===== src/rtl/ccg_sweep_pkg.sv =====
// Shared types and helpers for the exhaustive sweep / MISR response checker.
// misr_next is the single definition of the Galois MISR step.
package ccg_sweep_pkg;

  typedef enum logic [1:0] {
    ST_IDLE,
    ST_DRIVE,
    ST_CAPTURE,
    ST_DONE
  } state_t;

  localparam int          DEF_N_OUT = 15;
  localparam logic [31:0] DEF_POLY  = 32'h0000_0003;  // x^15 + x + 1

  // One Galois step over the low `width` bits: shift left, fold the dropped
  // MSB back through poly, then xor in the response word.
  function automatic logic [31:0] misr_next(input logic [31:0] sig,
                                            input logic [31:0] resp,
                                            input logic [31:0] poly,
                                            input int          width = DEF_N_OUT);
    logic [31:0] mask;
    logic [31:0] shifted;
    logic        msb;
    mask    = (width >= 32) ? 32'hFFFF_FFFF : ((32'd1 << width) - 32'd1);
    msb     = ((sig >> (width - 1)) & 32'd1) != 32'd0;
    shifted = (sig << 1) & mask;
    return (shifted ^ (msb ? poly : 32'd0) ^ resp) & mask;
  endfunction

endpackage


===== src/rtl/ccg_misr.sv =====
// WIDTH-bit Galois multiple-input signature register.
// clr takes priority over en; rst is synchronous, active-high.
module ccg_misr
  import ccg_sweep_pkg::*;
#(
  parameter int               WIDTH = 15,
  parameter logic [WIDTH-1:0] POLY  = WIDTH'(DEF_POLY)
) (
  input  logic             clk,
  input  logic             rst,
  input  logic             clr,
  input  logic             en,
  input  logic [WIDTH-1:0] d,
  output logic [WIDTH-1:0] q
);

  logic [WIDTH-1:0] nxt;

  assign nxt = WIDTH'(misr_next(32'(q), 32'(d), 32'(POLY), WIDTH));

  always_ff @(posedge clk) begin
    if (rst || clr) begin
      q <= '0;
    end else if (en) begin
      q <= nxt;
    end
  end

endmodule


===== src/rtl/ccg_resp_sweep.sv =====
// Drives every input pattern of a combinational circuit in ascending order,
// records each response in a truth table and compacts them into a MISR signature.
module ccg_resp_sweep
  import ccg_sweep_pkg::*;
#(
  parameter int               N_IN   = 3,
  parameter int               N_OUT  = 15,
  parameter int               SETTLE = 1,
  parameter logic [N_OUT-1:0] POLY   = N_OUT'(DEF_POLY)
) (
  input  logic             clk,
  input  logic             rst,
  input  logic             start,
  input  logic [N_OUT-1:0] exp_sig,
  output logic [N_IN-1:0]  dut_x,
  input  logic [N_OUT-1:0] dut_f,
  output logic             busy,
  output logic             done,
  output logic             pass,
  output logic [N_OUT-1:0] sig,
  input  logic [N_IN-1:0]  tt_rd_addr,
  output logic [N_OUT-1:0] tt_rd_data
);

  localparam int            DEPTH       = 1 << N_IN;
  localparam int            CW          = $clog2(SETTLE + 1);
  localparam logic [CW-1:0] SETTLE_LAST = CW'(SETTLE - 1);

  state_t           state, state_d;
  logic [N_IN-1:0]  p;
  logic [CW-1:0]    settle_cnt;
  logic             misr_clr, misr_en;
  logic             last_pat;
  logic [N_OUT-1:0] sig_next;
  logic [N_OUT-1:0] tt [DEPTH];

  assign last_pat = (p == '1);
  assign sig_next = N_OUT'(misr_next(32'(sig), 32'(dut_f), 32'(POLY), N_OUT));

  // NOTE: sequential state uses non-blocking assignments so every flop samples
  // pre-edge values regardless of process ordering.
  always_ff @(posedge clk) begin
    if (rst) begin
      state <= ST_IDLE;
    end else begin
      state <= state_d;
    end
  end

  // NOTE: every output of this block is defaulted first, so no path leaves a
  // value unassigned and no latch is inferred.
  always_comb begin
    state_d  = state;
    misr_clr = 1'b0;
    misr_en  = 1'b0;
    unique case (state)
      ST_IDLE: begin
        if (start) begin
          state_d  = ST_DRIVE;
          misr_clr = 1'b1;
        end
      end
      ST_DRIVE: begin
        if (settle_cnt == SETTLE_LAST) state_d = ST_CAPTURE;
      end
      ST_CAPTURE: begin
        misr_en = 1'b1;
        state_d = last_pat ? ST_DONE : ST_DRIVE;
      end
      ST_DONE: state_d = ST_IDLE;
      default: state_d = ST_IDLE;
    endcase
  end

  always_ff @(posedge clk) begin
    if (rst) begin
      p          <= '0;
      settle_cnt <= '0;
      pass       <= 1'b0;
    end else begin
      unique case (state)
        ST_IDLE: begin
          if (start) begin
            p          <= '0;
            settle_cnt <= '0;
            pass       <= 1'b0;
          end
        end
        ST_DRIVE: settle_cnt <= settle_cnt + CW'(1);
        ST_CAPTURE: begin
          settle_cnt <= '0;
          // The last pattern exits to DONE instead of wrapping p.
          if (last_pat) pass <= (sig_next == exp_sig);
          else          p    <= p + N_IN'(1);
        end
        default: ;
      endcase
    end
  end

  ccg_misr #(
    .WIDTH (N_OUT),
    .POLY  (POLY)
  ) u_misr (
    .clk (clk),
    .rst (rst),
    .clr (misr_clr),
    .en  (misr_en),
    .d   (dut_f),
    .q   (sig)
  );

  // NOTE: the truth-table array has no reset; its contents are only meaningful
  // after a sweep writes them, and leaving it unreset lets it map onto RAM.
  always_ff @(posedge clk) begin
    if (!rst && state == ST_CAPTURE) tt[p] <= dut_f;
  end

  // Same-cycle read of the word being captured returns the previous contents.
  always_ff @(posedge clk) begin
    if (rst) tt_rd_data <= '0;
    else     tt_rd_data <= tt[tt_rd_addr];
  end

  assign dut_x = p;
  assign busy  = (state == ST_DRIVE) || (state == ST_CAPTURE);
  assign done  = (state == ST_DONE);

endmodule

===== config.mk =====
export PLATFORM = sky130hd
export DESIGN_NAME = ccg_resp_sweep
export DESIGN_NICKNAME = d
export VERILOG_FILES = /design/src/rtl/ccg_sweep_pkg.sv /design/src/rtl/ccg_misr.sv /design/src/rtl/ccg_resp_sweep.sv
export SDC_FILE = /design/constraint.sdc
export NUM_CORES = 1
export LEC_CHECK = 0
export BUFFER_PORTS_ARGS = -buffer_cell sky130_fd_sc_hd__buf_2
export CAP_MARGIN = 25
export CORE_MARGIN = 8
export CORE_UTILIZATION = 55
export CTS_CLUSTER_SIZE = 30
export DETAILED_ROUTE_END_ITERATION = 7
export GPL_ROUTABILITY_DRIVEN = 0
export PLACE_DENSITY = 0.76
export SYNTH_ARGS = -nofsm -noshare
export SYNTH_HDL_FRONTEND = slang
export SYNTH_HIERARCHICAL = 1
export SYNTH_SLANG_ARGS = --single-unit
export TNS_END_PERCENT = 5

===== constraint.sdc =====
create_clock -name clk -period 6.5 [get_ports clk]
set_clock_uncertainty 0.05 [all_clocks]
set_input_delay 0.325 -clock clk [delete_from_list [all_inputs] [get_ports clk]]
set_output_delay 0.325 -clock clk [all_outputs]
set_load 0.03 [all_outputs]

==> metrics.csv, run 1 <==
stage;metric;value;unit
cts;CTS tree;built;
setup_path;Crit. End Element;flop;
sta;final worst-path cycle share;36.58;%
layout;Storage cell area;4344;sq um
setup_path;most used cell, CP;buf_4;
min_path;worst hold endpoint;tt[7][13];
yosys;post-synthesis sequential area ratio;67.63;%
sta;Max transition margin;48.18;%
pwr;Cell Int Power;1792;uW
setup_path;Worst R2R End;tt[4][11];
sta;min Tclk post-route;2.378;ns
layout;# fillers;779;
yosys;syn avg cell area;17.65;sq um
layout;NumNets Final;491;
route;average routed wire per standard cell;20.23;microns
sta;final max-slew violation count;0;
global_route;global-route wire length before repair;19090;microns
yosys;Synth Warn #;6;
yosys;Async S/R FF share, synth;0;%
layout;diodes inserted;0;
cts;Root Driver;clkbuf_16;
setup_path;crit start category;flop;
pwr;PD cells;318.9;nW/um^2
placed_design;IO buf count;71;
cts;Worst-path clk slew;0.06;ns
die;initial core utilization;56.26;%
cts;sinks on the clock net;157;
sta;final setup vio count;0;
die;die width;124.1;microns
pwr;leakage;0.002695;uW
die;Die Y;124.1;microns
route;drt first pass iters;4;
pwr;clock share of power;37.2;%
pwr;Reg power frac;48.3;%
layout;Final Instance Area;7476;sq um
cts;postcts setup bufs;0;
yosys;number of synthesized flops with an enable pin;120;
route;Iteration-0 DRC Markers;224;
setup_path;CP cell instances;inv_1 > ha_1 > buf_4 > and2b_1 > nand2b_1 > nor2_1 > buf_4;
cts;CTS resizes;0;
global_route;global route overflow;0;
min_path;WHS Path Cells;1;
cts;# H-tree levels;4;
setup_path;reg-to-reg setup timing slack;4.12;ns
setup_path;CP max-delay cell;buf_4;
global_route;largest net degree at the start of global routing;38;
die;core area;11420;sq um
die;DIE AREA;15390;sq um
yosys;synthesized cell area;6424;sq um
yosys;commonest cells in the netlist;edfxtp_1, nor2_1, dfxtp_1, mux4_2, xnor2_1;
min_path;Hold Path Origin;dut_f[13];
pwr;logic gate share of total power;14.5;%
placed_design;DP HPWL;7986;microns
route;Vias/cell;5.609;
global_route;vias in the first global route;3544;
yosys;synth top area cells;edfxtp_1, dfxtp_1, mux4_2, xnor3_1, xnor2_1;
cts;CTS buffer count;17;
setup_path;crit path from;state[0];
setup_path;Crit Path Max Fanout;37;
placed_design;Placement Cell Area;6919;sq um
global_route;gr usage total;16.96;%
die;row cnt;39;
cts;CTS Hold Bufs;0;
sta;RSZ-0062 raised after global routing;false;
yosys;Synth Register Bits;157;
layout;area of the multi-input gates;1958;sq um
yosys;count leader, synth;edfxtp_1;
route;vias;3388;
setup_path;CP arrival;2.43;ns
global_route;antenna violations before repair;0;
sta;Max Fclk;420.5;MHz
layout;share of layout cells above drive strength 1;32.54;%
die;I/O pin cnt;72;
setup_path;kind of critical path;flop to flop;
job;max_cap viols;0;
yosys;area leader, netlist;edfxtp_1;
cts;CTS max path bufs;2;
pwr;Peak supply drop;0.2031;mV
outcome;status;finished, final reports clean;
sta;aggregate negative setup slack;0;ns
sta;Slew @ Worst Pin;0.7773;ns
sta;Fin. Hold Viols;0;
min_path;HP Class;primary input to flop;
pwr;Sw Pwr;592.0;uW
layout;Synth-to-Final Area Change;16.38;%
yosys;Synth top area share;56.10;%
route;Antenna Nets Post-Route;0;
setup_path;crit-path max cell delay;0.36;ns
yosys;Mapped Nets;407;
yosys;count of different cell masters after synthesis;36;
yosys;Post-Syn Instances;364;
yosys;top_reg_cell synth;edfxtp_1;
cts;worst-skew pair later-pin latency;0.42;ns
pwr;sw frac;24.83;%
route;WL final;12220;microns
setup_path;Worst Reg-to-Reg Cells;7;
setup_path;FF-to-FF Start;state[0];
setup_path;Crit path required time;6.55;ns
route;residual DRC count;0;
[layout by cell type, fill, tap and decap left out, types with 18 or more instances in the layout]
| cell | instances |
|---|---|
| nor2_1 | 41 |
| buf_2 | 71 |
| mux4_2 | 30 |
| clkbuf_16 | 18 |
| mux2i_1 | 19 |
| dfxtp_1 | 37 |
| edfxtp_1 | 120 |
| xnor2_1 | 23 |
[power by group through the flow]
stage               Sequential [uW]  Clock, uW  Combinational, uW
floorplan                      1210          0                227
global placement               1170          0                341
detailed placement             1170          0                347
CTS                            1150        903                349
global route                   1160        940                375
finish                         1150        886                346
[stage by stage]
step | instances | total power [uW] | setup WS, ns | utilization [%] | hold slack, ns
5_1_grt | 604 | 2471 | 3.992 | 65.47 | 0.2063
4_1_cts | 603 | 2404 | 4.115 | 65.30 | 0.1930
2_1_floorplan | 364 | 1437 | 3.967 | - | 0.3471
3_5_place_dp | 571 | 1520 | 4.177 | 60.60 | 0.4918
6_report | 604 | 2384 | 4.122 | 65.47 | 0.2009
3_3_place_gp | 567 | 1512 | 3.840 | 60.33 | 0.4682
[flip-flops by register name, indices dropped and copies added (netlist names)]
name / count
state: 2
settle_cnt: 1
u_misr/q: 15
tt_rd_data: 15
dut_x: 3
tt: 120
pass: 1
[kinds of logic (layout without fill, tap and decap cells)]
logic type / after synthesis / in the layout / synth area share, %
and+or+nand+nor: 69 / 69 / 4.869
DFF: 157 / 157 / 67.63
muxes: 49 / 49 / 13.48
adders and majority gates: 7 / 7 / 1.363
AOI/OAI and AO/OA: 27 / 27 / 3.681
buffers and inverters: 20 / 117 / 2.045
xor gates and xnor gates: 35 / 35 / 6.934
[worst max-delay path by stage]
stage | endpoint | slack (ns) | depth (start not counted)
finish | tt[4][11] | 4.12 | 7
global placement | tt[4][3] | 3.84 | 6
CTS | tt[4][3] | 4.11 | 7
global route | tt[4][11] | 3.99 | 7
detailed placement | tt[4][4] | 4.18 | 7
floorplan | tt[2][0] | 3.97 | 5
[worst max-delay path, delay by kind of cell (launching register included)]
| family | cells | cell delay (ns) |
|---|---|---|
| buffers and inverters | 3 | 0.78 |
| and+or+nand+nor | 3 | 0.72 |
| DFF | 1 | 0.35 |
| adders and majority gates | 1 | 0.15 |
[routing by layer]
layer  track usage (%)  up-vias  part of all wire [%]
met1             22.05     1691                    44
li1                  -     1575                     -
met3             5.032        7                   7.0
met4             6.840        0                  0.83
met2             26.38      115                    48
met5                 0        -                     0
[area by class of cell]
| class | instances | share of cell area (%) |
|---|---|---|
| repair buffers | 81 | 5.925 |
| clock buffers | 26 | 6.695 |
| clock inverters | 6 | 0.4854 |
| flip-flops and latches | 157 | 58.11 |
| inverters | 4 | 0.2008 |
| multi-input cells | 187 | 26.19 |
| well taps | 143 | 2.393 |
No activity file was read; power rests on OpenSTA's default activity.
==> inputs of run 2 (changes only) <==
--- a/config.mk
+++ b/config.mk
@@ -8,11 +8,11 @@
 export BUFFER_PORTS_ARGS = -buffer_cell sky130_fd_sc_hd__buf_2
 export CAP_MARGIN = 25
 export CORE_MARGIN = 8
-export CORE_UTILIZATION = 55
+export CORE_UTILIZATION = 52
 export CTS_CLUSTER_SIZE = 30
 export DETAILED_ROUTE_END_ITERATION = 7
 export GPL_ROUTABILITY_DRIVEN = 0
-export PLACE_DENSITY = 0.76
+export PLACE_DENSITY = 0.75
 export SYNTH_ARGS = -nofsm -noshare
 export SYNTH_HDL_FRONTEND = slang
 export SYNTH_HIERARCHICAL = 1
==> constraint.sdc (replaced) <==
create_clock -name clk -period 2.18 [get_ports clk]
set_clock_uncertainty 0.05 [all_clocks]
set_input_delay 0.109 -clock clk [delete_from_list [all_inputs] [get_ports clk]]
set_output_delay 0.109 -clock clk [all_outputs]
set_load 0.03 [all_outputs]
==> run 2 against run 1 <==
Cell area is 3.8% higher. Largest cell class unchanged. Final cell count is 7.9% higher. Flip-flop and latch count stayed put. Clock power grew to 3.4 times the previous value. Power grew to 3.1 times the previous value. Die area is 5.0% higher. Register-to-register slack worse by 3.7 ns. Non-clock buffer count is 23 higher.
==> metrics.csv, run 2 (synthesis results as in run 1) <==
stage;metric;value;unit;change
global_route;global route overflow;0;;unchanged
outcome;status;finished, final reports clean;;
die;initial core utilization;53.26;%;-3.0 points
sta;final setup vio count;0;;unchanged
global_route;gr usage total;16.65;%;-0.32 points
die;DIE AREA;16170;sq um;+5.0%
sta;Fin. Hold Viols;0;;unchanged
route;vias;3476;;+2.6%
cts;CTS max path bufs;2;;unchanged
min_path;WHS Path Cells;1;;unchanged
sta;Max transition margin;52.56;%;+4.4 points
setup_path;CP arrival;2.07;ns;-0.36 ns
layout;Synth-to-Final Area Change;20.84;%;
layout;Top Registers;tt x120, tt_rd_data x15, u_misr/q x15;;
sta;final max-slew violation count;0;;unchanged
min_path;Hold Path Origin;dut_f[4];;
setup_path;Worst R2R End;u_misr/q[9];;
placed_design;DP HPWL;8848;microns;+11%
layout;max FFs per register;120;;unchanged
global_route;largest net degree at the start of global routing;25;;-34%
setup_path;Crit path required time;2.46;ns;-4.09 ns
cts;Worst-path clk slew;0.06;ns;about the same
cts;# H-tree levels;4;;unchanged
sta;Slew @ Worst Pin;0.7117;ns;-0.06566 ns
cts;worst-skew pair later-pin latency;0.42;ns;about the same
layout;diodes inserted;0;;unchanged
die;I/O pin cnt;72;;unchanged
layout;Reg with most FFs;tt;;
setup_path;Worst Reg-to-Reg Cells;5;;-2
setup_path;Crit Path Max Fanout;15;;-59%
global_route;global-route wire length before repair;20090;microns;+5.2%
sta;final worst-path cycle share;82.48;%;+46 points
pwr;Peak supply drop;0.5790;mV;+190%
setup_path;crit start category;flop;;
setup_path;CP max-delay cell;or2_1;;
job;max_cap viols;0;;unchanged
setup_path;reg-to-reg setup timing slack;0.38;ns;-3.74 ns
cts;Root Driver;clkbuf_16;;
cts;postcts setup bufs;0;;unchanged
layout;share of layout cells above drive strength 1;34.09;%;+1.6 points
die;die width;127.1;microns;+2.5%
die;Die Y;127.1;microns;+2.5%
die;core area;12060;sq um;+5.6%
cts;CTS tree;built;;
pwr;PD cells;967.2;nW/um^2;+200%
layout;Final Instance Area;7762;sq um;+3.8%
sta;aggregate negative setup slack;0;ns;unchanged
global_route;antenna violations before repair;0;;unchanged
setup_path;CP cell instances;inv_1 > ha_1 > and2_1 > or2_1 > a211oi_2;;
layout;commonest non-fill, non-tap cell in the layout;edfxtp_1;;
sta;Max Fclk;556.1;MHz;+32%
layout;NumNets Final;514;;+4.7%
cts;CTS buffer count;17;;unchanged
min_path;HP Class;primary input to flop;;
sta;min Tclk post-route;1.798;ns;-0.5797 ns
setup_path;Crit. End Element;flop;;
setup_path;FF-to-FF Start;state[0];;
min_path;worst hold endpoint;tt[3][4];;
placed_design;IO buf count;71;;unchanged
die;row cnt;40;;+2.6%
route;WL final;12770;microns;+4.5%
global_route;vias in the first global route;3664;;+3.4%
cts;CTS resizes;0;;unchanged
layout;# fillers;845;;+8.5%
pwr;leakage;0.002829;uW;+5.0%
sta;RSZ-0062 raised after global routing;false;;
route;Iteration-0 DRC Markers;222;;-0.89%
route;residual DRC count;0;;unchanged
setup_path;crit-path max cell delay;0.47;ns;+0.11 ns
layout;commonest non-fill, non-tap cells in the layout;edfxtp_1, buf_2, nor2_1;;
route;Antenna Nets Post-Route;0;;unchanged
cts;sinks on the clock net;157;;unchanged
cts;CTS Hold Bufs;10;;+10
placed_design;Placement Cell Area;7056;sq um;+2.0%
setup_path;kind of critical path;flop to flop;;
route;drt first pass iters;4;;unchanged
route;Vias/cell;5.331;;-5.0%
route;average routed wire per standard cell;19.59;microns;-3.2%
==> run 2: layout make-up <==
| cell class | count | area (sq um) | area share (%) |
|---|---|---|---|
| Timing Repair Buffer | 104 | 628.1 | 8.092 |
| Inverter | 4 | 15.01 | 0.1934 |
| Sequential cell | 157 | 4344 | 55.96 |
| Tap cell | 168 | 210.2 | 2.708 |
| Clock inverter | 6 | 107.6 | 1.386 |
| Clock buffer | 26 | 499.2 | 6.431 |
| Multi-Input combinational cell | 187 | 1958 | 25.23 |
==> run 2: worst max-delay path by stage <==
stage                   from           end  depth (start not counted)
finish              state[0]   u_misr/q[9]                          5
CTS                 state[0]   u_misr/q[9]                          5
floorplan           state[0]      tt[0][0]                          5
detailed placement  state[0]  u_misr/q[11]                          5
global placement    state[0]   u_misr/q[0]                          5
global route        dut_x[0]          pass                          5
==> run 2: worst max-delay path, delay by kind of cell, from the launching register on <==
kind / cells / cell delay, ns
compound gates: 1 / 0.26
buf+inv: 1 / 0.10
fa+ha+maj: 1 / 0.26
simple gates: 2 / 0.62
flops: 1 / 0.40
==> run 2: stage by stage <==
step	worst slack (ns)	total power (uW)	cells	util, %	hold WS [ns]
after global placement	0.4560	4532	610	58.50	0.3910
after global routing	0.1983	7776	652	64.36	0.002871
final	0.3819	7508	652	64.36	0.007159
after detailed placement	0.3718	4563	610	58.50	0.3949
after CTS	0.3734	7566	652	64.36	0.0007171
after floorplan	-0.3381	4284	364	-	0.1311
==> run 2: power breakdown <==
group	switching [uW]	internal, uW	leakage [uW]
sequential	103	3330	0.00138
combinational	619	456	0.00115
clock	1080	1920	0.000295
==> run 2: metal layers <==
metal,vias to the layer above,global-route usage [%],share of wire (%)
met3,14,4.908,7.2
li1,1615,-,-
met2,108,26.85,49
met4,0,6.158,1.4
met5,-,0,0
met1,1739,20.93,42
==> inputs of run 3 (changes only) <==
==> constraint.sdc (replaced) <==
create_clock -name clk -period 1.5 [get_ports clk]
set_clock_uncertainty 0.05 [all_clocks]
set_input_delay 0.075 -clock clk [delete_from_list [all_inputs] [get_ports clk]]
set_output_delay 0.075 -clock clk [all_outputs]
set_load 0.03 [all_outputs]
==> run 3 against run 2 <==
The run now ends with setup timing left. Clock power increased by 50%. Combinational power is 81% higher. Clock-buffer cell count is 6 lower. First-iteration DRC count grew 12%. Critical path type unchanged. Largest cell class unchanged. Largest power group unchanged. Highest routed layer unchanged.
==> metrics.csv, run 3 (synthesis results as in run 1) <==
stage;metric;value;unit;change
pwr;leakage;0.002993;uW;+5.8%
setup_path;WP buf/inv;3;;+2
layout;max FFs per register;120;;unchanged
sta;RSZ-0062 raised after global routing;true;;
placed_design;Placed Cells;623;;+2.1%
sta;Slew @ Worst Pin;0.3419;ns;-0.3698 ns
route;WL final;13750;microns;+7.6%
layout;Top Registers;tt x120, tt_rd_data x15, u_misr/q x15;;
global_route;global route overflow;0;;unchanged
placed_design;DP HPWL;8454;microns;-4.5%
setup_path;CP max-delay cell;dfxtp_2;;
outcome;violated checks;setup timing;;
setup_path;CP cell instances;inv_2 > ha_4 > and2b_2 > nand2b_4 > nor3_4 > buf_6 > clkbuf_16;;
setup_path;Crit Path Max Fanout;7;;-8
sta;setup ws final;-0.1618;ns;-0.5437 ns
pwr;Power Total;11420;uW;+52%
route;vias;3617;;+4.1%
die;initial core utilization;53.26;%;unchanged
sta;min Tclk post-route;1.662;ns;-0.1363 ns
cts;CTS max path bufs;2;;unchanged
die;die width;127.1;microns;unchanged
global_route;global-route wire length before repair;21070;microns;+4.9%
global_route;vias in the first global route;3755;;+2.5%
global_route;gr usage total;17.62;%;+0.97 points
pwr;Peak supply drop;0.7873;mV;+36%
route;Iteration-0 DRC Markers;248;;+12%
die;Die Y;127.1;microns;unchanged
sta;Fin. Hold Viols;0;;unchanged
layout;share of layout cells above drive strength 1;40.87;%;+6.8 points
outcome;status;finished with violations;;
layout;Final Instance Area;8259;sq um;+6.4%
die;row cnt;40;;unchanged
cts;Worst-path clk slew;0.06;ns;about the same
layout;# fillers;772;;-8.6%
pwr;PD cells;1383;nW/um^2;+43%
die;DIE AREA;16170;sq um;unchanged
min_path;HP Class;primary input to flop;;
route;drt first pass iters;5;;+1
layout;diodes inserted;0;;unchanged
cts;CTS tree;built;;
cts;Root Driver;clkbuf_16;;
sta;final setup vio count;104;;+104
sta;Max Fclk;601.7;MHz;+8.2%
global_route;antenna violations before repair;0;;unchanged
placed_design;Placement Cell Area;7406;sq um;+5.0%
sta;final worst-path cycle share;110.8;%;+28 points
setup_path;delay-heaviest family, CP;simple AND/OR/NAND/NOR gates;;
global_route;largest net degree at the start of global routing;37;;+48%
layout;commonest non-fill, non-tap cell in the layout;edfxtp_1;;
setup_path;Crit path required time;1.59;ns;-0.87 ns
layout;NumNets Final;534;;+3.9%
die;I/O pin cnt;72;;unchanged
sta;Max transition margin;77.00;%;+24 points
cts;sinks on the clock net;157;;unchanged
setup_path;CP arrival;1.75;ns;-0.32 ns
layout;commonest non-fill, non-tap cells in the layout;edfxtp_1, buf_2, nor2_1;;
sta;aggregate negative setup slack;-8.829;ns;-8.829 ns
setup_path;crit-path max cell delay;0.32;ns;-0.15 ns
route;residual DRC count;0;;unchanged
layout;post-route insts no fill;672;;+3.1%
setup_path;Crit. End Element;flop;;
cts;worst-skew pair later-pin latency;0.42;ns;about the same
layout;Storage cell area;4350;sq um;+0.14%
sta;final max-slew violation count;0;;unchanged
route;average routed wire per standard cell;20.45;microns;+4.4%
setup_path;crit start category;flop;;
cts;# H-tree levels;4;;unchanged
job;max_cap viols;0;;unchanged
layout;Reg with most FFs;tt;;
die;core area;12060;sq um;unchanged
setup_path;kind of critical path;flop to flop;;
layout;area of the multi-input gates;2087;sq um;+6.6%
cts;CTS buffer count;17;;unchanged
route;Antenna Nets Post-Route;0;;unchanged
layout;Synth-to-Final Area Change;28.57;%;
route;Vias/cell;5.382;;+0.96%
placed_design;IO buf count;71;;unchanged
## run 3: layout make-up
| class | count | area share (%) |
|---|---|---|
| flip-flops and latches | 157 | 52.67 |
| multi-input cells | 187 | 25.27 |
| repair buffers | 124 | 11.79 |
| clock buffers | 20 | 5.529 |
| well taps | 168 | 2.545 |
| clock inverters | 12 | 2.015 |
| inverters | 4 | 0.1818 |
## run 3: what timing repair did
action                                  CTS  global route
gates cloned                              0             1
endpoints found under the setup margin   97           140
hold buffers                             12             0
gates resized for setup                   2            12
pin swaps                                 5             4
buffers inserted                          0             4
endpoints found under the hold margin    96             0
## run 3: path summary, 6_finish.rpt
| check | from | to | slack, ns | cells past startpoint |
|---|---|---|---|---|
| max reg2reg | state[0] | tt[0][6] | -0.16 | 7 |
| min reg2reg | settle_cnt | settle_cnt | 0.49 | 2 |
| min | tt_rd_addr[2] | tt_rd_data[3] | 0.03 | 3 |
| max | state[0] | tt[0][6] | -0.16 | 7 |
## run 3: worst min-delay path: stages
cell     delay [ns]
buf_2          0.18
mux2i_1        0.13
nor2_1         0.08
## run 3: per-stage QoR
stage,hold slack (ns),utilization [%],worst slack (ns)
after floorplan,0.08970,-,-0.2992
after global placement,0.3506,61.40,-0.05843
after detailed placement,0.3579,61.40,-0.1101
after CTS,0.01418,67.62,-0.1314
after global routing,0.03507,68.48,-0.1869
final,0.03317,68.48,-0.1618
## run 3: power breakdown
part	internal (uW)	switching, uW
sequential	4850	119
clock	2860	1640
combinational	907	1060
## run 3: routing by layer
metal  track usage (%)  vias to the layer above  part of all wire [%]
met5                 0                        -                     0
met1             22.44                     1799                    42
met3             5.324                       19                   7.3
met2             27.28                      139                    49
li1                  -                     1660                     -
met4             8.048                        0                   1.8
